`src/rtl/cpu_types_pkg.sv`:
```
// Shared pipeline enums for the CPU datapath.
// Holds the hazard-unit pipe-state command used by every inter-stage register.
package cpu_types_pkg;

  typedef enum logic [1:0] {
    PIPE_ENABLE = 2'd0,
    PIPE_STALL  = 2'd1,
    PIPE_NOP    = 2'd2
  } pipe_state_t;

endpackage

```
`src/rtl/pipeline_sat_counter.sv`:
```
// Saturating up-counter with synchronous clear for the perf-monitor path.
// Clear wins over increment, and the counter sticks at all-ones.
module pipeline_sat_counter #(
  parameter int CNT_W = 16
) (
  input  logic             CLK,
  input  logic             nRST,
  input  logic             inc,
  input  logic             clr,
  output logic [CNT_W-1:0] cnt
);

  logic [CNT_W-1:0] r_cnt;

  always_ff @(posedge CLK or negedge nRST) begin
    if (!nRST)                       r_cnt <= '0;
    else if (clr)                    r_cnt <= '0;
    else if (inc && (r_cnt != '1))   r_cnt <= r_cnt + 1'b1;
  end

  assign cnt = r_cnt;

endmodule

```
`src/rtl/pipeline_stage_skid.sv`:
```
// Reusable inter-stage pipeline register: main entry plus one skid entry,
// valid/ready handshake, hazard-unit enable/stall/NOP command and flush.
module pipeline_stage_skid
  import cpu_types_pkg::*;
#(
  parameter int CTRL_W     = 8,
  parameter int DATA_W     = 96,
  parameter bit CLEAR_DATA = 1'b1,
  parameter int CNT_W      = 16
) (
  input  logic              CLK,
  input  logic              nRST,
  input  pipe_state_t       state_i,
  input  logic              flush_i,
  input  logic              in_valid,
  output logic              in_ready,
  input  logic [CTRL_W-1:0] in_ctrl,
  input  logic [DATA_W-1:0] in_data,
  output logic              out_valid,
  input  logic              out_ready,
  output logic [CTRL_W-1:0] out_ctrl,
  output logic [DATA_W-1:0] out_data,
  input  logic              cnt_clr,
  output logic [CNT_W-1:0]  stall_cnt,
  output logic [CNT_W-1:0]  bubble_cnt
);

  logic              r_main_vld, r_skid_vld;
  logic [CTRL_W-1:0] r_main_ctrl, r_skid_ctrl;
  logic [DATA_W-1:0] r_main_data, r_skid_data;

  logic w_en, w_clear, w_acc, w_pop;

  assign w_en     = (state_i == PIPE_ENABLE) && !flush_i;
  assign w_clear  = flush_i || (state_i == PIPE_NOP);
  assign in_ready = !r_skid_vld && w_en;
  assign w_acc    = in_valid && in_ready;
  assign w_pop    = r_main_vld && out_ready && w_en;

  // Accept is only possible with the skid empty, so a skid->main move never
  // coincides with a new input needing the skid slot.
  always_ff @(posedge CLK or negedge nRST) begin
    if (!nRST) begin
      r_main_vld  <= 1'b0;
      r_main_ctrl <= '0;
      r_main_data <= '0;
      r_skid_vld  <= 1'b0;
      r_skid_ctrl <= '0;
      r_skid_data <= '0;
    end else if (w_clear) begin
      r_main_vld  <= 1'b0;
      r_main_ctrl <= '0;
      r_skid_vld  <= 1'b0;
      r_skid_ctrl <= '0;
      if (CLEAR_DATA) begin
        r_main_data <= '0;
        r_skid_data <= '0;
      end
    end else if (w_en) begin
      if (!r_main_vld || w_pop) begin
        if (r_skid_vld) begin
          r_main_vld  <= 1'b1;
          r_main_ctrl <= r_skid_ctrl;
          r_main_data <= r_skid_data;
          r_skid_vld  <= 1'b0;
        end else if (w_acc) begin
          r_main_vld  <= 1'b1;
          r_main_ctrl <= in_ctrl;
          r_main_data <= in_data;
        end else begin
          r_main_vld  <= 1'b0;
        end
      end else if (w_acc) begin
        r_skid_vld  <= 1'b1;
        r_skid_ctrl <= in_ctrl;
        r_skid_data <= in_data;
      end
    end
  end

  assign out_valid = r_main_vld;
  assign out_ctrl  = r_main_ctrl;
  assign out_data  = r_main_data;

  logic w_stall_inc, w_bubble_inc;
  assign w_stall_inc  = r_main_vld && (!out_ready || (state_i == PIPE_STALL));
  assign w_bubble_inc = !r_main_vld;

  pipeline_sat_counter #(.CNT_W(CNT_W)) u_stall_cnt (
    .CLK (CLK),
    .nRST(nRST),
    .inc (w_stall_inc),
    .clr (cnt_clr),
    .cnt (stall_cnt)
  );

  pipeline_sat_counter #(.CNT_W(CNT_W)) u_bubble_cnt (
    .CLK (CLK),
    .nRST(nRST),
    .inc (w_bubble_inc),
    .clr (cnt_clr),
    .cnt (bubble_cnt)
  );

endmodule
```
`config.mk`:
```
export PLATFORM = sky130hd
export DESIGN_NAME = pipeline_stage_skid
export DESIGN_NICKNAME = d
export VERILOG_FILES = /design/src/rtl/cpu_types_pkg.sv /design/src/rtl/pipeline_sat_counter.sv /design/src/rtl/pipeline_stage_skid.sv
export SDC_FILE = /design/constraint.sdc
export NUM_CORES = 1
export LEC_CHECK = 0
export CAP_MARGIN = 20
export CELL_PAD_IN_SITES_DETAIL_PLACEMENT = 1
export CELL_PAD_IN_SITES_GLOBAL_PLACEMENT = 2
export CORE_MARGIN = 2
export CORE_UTILIZATION = 33
export CTS_BUF_LIST = sky130_fd_sc_hd__clkbuf_2
export DETAILED_ROUTE_END_ITERATION = 8
export MAX_ROUTING_LAYER = met4
export PLACE_DENSITY = 0.81
export SYNTH_ARGS = -nofsm -noshare
export SYNTH_HDL_FRONTEND = slang
export SYNTH_SLANG_ARGS = --single-unit
export TNS_END_PERCENT = 1
```
`constraint.sdc`:
```
create_clock -name CLK -period 2.5 [get_ports CLK]
set_clock_uncertainty 0.05 [all_clocks]
set_input_delay 0.5 -clock CLK [delete_from_list [all_inputs] [get_ports CLK]]
set_output_delay 0.5 -clock CLK [all_outputs]
set_load 0.005 [all_outputs]
```
==> results by group <==
Synth
  • Syn_nets: 1,236
  • Cell count after synthesis: 1,122
  • Synthesized area: 11,500 sq um
  • Register area share after synthesis: 52.67%
  • Mean Syn Cell Area: 10.25 sq um
  • Post-synth cell types: 51
  • Yosys reg bits: 242
  • Ys flop type: dfrtp_1
  • Yosys warnings: 0
  • Async set-reset flop share out of synthesis: 100.0%
  • Number of synthesized flops with an enable pin: 0

GRT
  • Total grt overflow: 0
  • All-Layer GR Usage: 19.60%
  • Largest net degree at the start of global routing: 80
  • Number of global-route vias before repair: 10,240
  • Global-route wire length before repair: 54.83 mm
  • Initial antenna violation count: 3

Detailed routing
  • Final WL: 33.82 mm
  • Initial DRC count: 360
  • ANT nets after route: 0
  • Via density: 4.916
  • Via count: 9,463
  • Post-route DRC: 0
  • TritonRoute pass-1 iters: 4
  • DR WL/cell: 17.57 um

Floorplanning
  • Die area: 36,350 sq um
  • Initial Util: 33.37%
  • Core area: 34,460 sq um
  • FP Rows: 68
  • IO Pins: 250
  • Chip height: 190.7 um
  • DIE WIDTH: 190.7 um

Clocking
  • CTS clk-pin slew, worst paths: 0.11 ns
  • Clock Path Buffers: 3
  • Max H-tree Level: 3
  • CTS tree: done
  • Total CTS buffers: 73
  • CTS root buffer: clkbuf_2
  • Clock Latency Late Sink: 0.91 ns
  • Clk sinks: 242

Timing
  • Slew HR: 51.72%
  • Final setup TNS: 0 ns
  • Worst-margin pin slew: 0.7176 ns
  • Final Cycle Share: 96.31%
  • Slew Limit Fails: 0
  • Min Tclk post-route: 2.408 ns
  • Hold_ws: 0.07907 ns
  • # setup viols final: 0
  • FMAX: 0.4153 GHz
  • Hold Vio Cnt, Final: 0
  • RSZ-0062 raised after global routing: no

Final layout
  • Layout cell share with drive strength beyond 1: 15.54%
  • Layout Cells excl Fill: 1,925
  • Fin nets: 1,534
  • Synthesis-to-finish area growth: 35.44%
  • Most common cell after layout, fill and taps aside: clkdlybuf4s50_1
  • Most frequent cells in the layout: clkdlybuf4s50_1 (229), dfrtp_1 (221), nand2_1 (217), nor2_1 (122)

Power and ir drop
  • Reg power frac: 48.8%
  • Sw Ratio: 27.97%
  • Int Power: 0.006144 W
  • Pwr Density: 547.8 nW/um^2
  • NetSw: 0.002386 W
  • Leak pwr: 6.697 nW
  • Clock Power Share: 37.2%
  • Worst vdd ir: 0.0002768 V
  • Logic pwr share: 14.0%

Job
  • Number of max-capacitance violations reported: 0

Critical path
  • Worst Path Buf+Inv: 1
  • Worst-path maximum fanout: 5
  • CP max-delay cell: clkdlybuf4s50_1
  • Startpoint types: flop
  • Worst Path Required: 1.95 ns
  • Data arrival, critical path: 1.86 ns
  • R2r worst-path depth: 5
  • WS Path Type: flop to output port
  • Top delay family on crit path: buffers and inverters
  • Largest stage delay, worst path: 0.54 ns
  • CP Capture Type: output port
  • Crit path depth: 1
  • Critical path cell sequence: clkdlybuf4s50_1

Placement
  • Placer Congestion: 0.7957
  • Port bufs: 249
  • DP HPWL: 21.85 mm
  • Placed Instances: 1,780

Outcome
  • Status: completed

Min path
  • HP Class: primary input to asynchronous set/reset pin
[synth_stat cells, types with 2 or more instances]
| cell type | count | share of area (%) |
|---|---|---|
| nand3_1 | 11 | 0.48 |
| o211ai_1 | 2 | 0.13 |
| nand4_1 | 7 | 0.38 |
| ha_1 | 2 | 0.22 |
| buf_1 | 4 | 0.13 |
| and3_1 | 3 | 0.16 |
| nand2_1 | 217 | 7.1 |
| or3_1 | 9 | 0.49 |
| buf_4 | 7 | 0.46 |
| o21bai_1 | 3 | 0.20 |
| clkbuf_1 | 38 | 1.2 |
| buf_2 | 22 | 0.96 |
| dfrtp_1 | 242 | 53 |
| mux2_1 | 65 | 6.4 |
| or4_1 | 9 | 0.59 |
| and4_1 | 2 | 0.15 |
| a21oi_1 | 75 | 3.3 |
| nor4b_1 | 2 | 0.15 |
| nor2b_1 | 9 | 0.49 |
| a21o_1 | 2 | 0.13 |
| mux2_2 | 47 | 4.6 |
| nor4_2 | 2 | 0.22 |
| o21ai_1 | 46 | 2.0 |
| o41ai_1 | 2 | 0.15 |
| inv_1 | 7 | 0.23 |
| nor3_1 | 3 | 0.13 |
| buf_6 | 8 | 0.78 |
| o31ai_1 | 7 | 0.46 |
| o21ai_0 | 14 | 0.61 |
| mux2i_1 | 105 | 9.1 |
| nor4_1 | 9 | 0.49 |
| nor2_1 | 122 | 4.0 |
[worst paths after layout]
check                                   start                   to  slack, ns
min in group CLK                  in_data[76]      r_skid_data[76]       0.11
max in group asynchronous                nRST      r_skid_data[36]       1.34
min reg2reg                      out_data[38]         out_data[38]       0.44
max reg2reg                u_stall_cnt.cnt[1]  u_stall_cnt.cnt[12]       0.43
max                        u_stall_cnt.cnt[7]         stall_cnt[7]       0.09
min                                      nRST  u_stall_cnt.cnt[11]       0.08
[stage by stage]
stage	instance area (sq um)	util (%)	total power (W)	setup slack, ns
final	15570	45.19	0.008530	0.09228
after global routing	15570	45.19	0.009038	0.001307
after CTS	15560	45.15	0.008736	-0.01362
after detailed placement	14680	42.60	0.005430	-0.004535
after global placement	14680	42.60	0.005415	0.01083
after floorplan	11500	-	0.004649	0.5670
[power groups by stage]
stage | Combinational [W] | Clock (W) | Sequential, W
after floorplan | 0.000430 | 0 | 0.00422
after global placement | 0.00117 | 0 | 0.00424
after detailed placement | 0.00119 | 0 | 0.00424
after CTS | 0.00122 | 0.00335 | 0.00416
after global routing | 0.00130 | 0.00355 | 0.00418
final | 0.00119 | 0.00318 | 0.00416
[area by class of cell]
cell class	instances	area, sq um
repair buffers	302	3167
flip-flops and latches	242	6085
well taps	455	569.3
fillers	3878	18890
multi-input cells	794	5050
clock inverters	17	142.6
clock buffers	105	525.5
diodes	3	7.507
inverters	7	26.28
[metal layers]
metal,vias up,routed length [um],global-route usage [%]
met5,-,0,-
met4,0,533,6.321
met3,44,2054,5.355
met2,237,15180,29.57
met1,4707,16050,25.57
li1,4475,-,-
[sequential cells by signal, summed over array words and instances (netlist names)]
signal / cells
out_ctrl: 8
out_data: 96
out_valid: 1
r_skid_ctrl: 8
r_skid_data: 96
r_skid_vld: 1
u_bubble_cnt.cnt: 16
u_stall_cnt.cnt: 16
[logic make-up (layout without fill, tap and decap cells)]
group	count (synthesis)	after routing	share of synthesized area (%)
multiplexers	217	217	20.11
adder cells (fa/ha/maj)	2	2	0.2176
other	0	3	0
AO/OA/AOI/OAI	158	158	7.542
XOR/XNOR	2	2	0.1524
buffers and inverters	86	431	3.798
flip-flops	242	242	52.67
AND/OR/NAND/NOR	415	415	15.51
[what timing repair did]
item                                    CTS  global route
buffers inserted                          1             0
cloned                                    0             0
endpoints found under the setup margin   32             3
hold buffers                             19             0
resized for setup                        39             3
pin swaps                                 1             0
endpoints found under the hold margin   259             0
(Power assumes the default switching activity.)
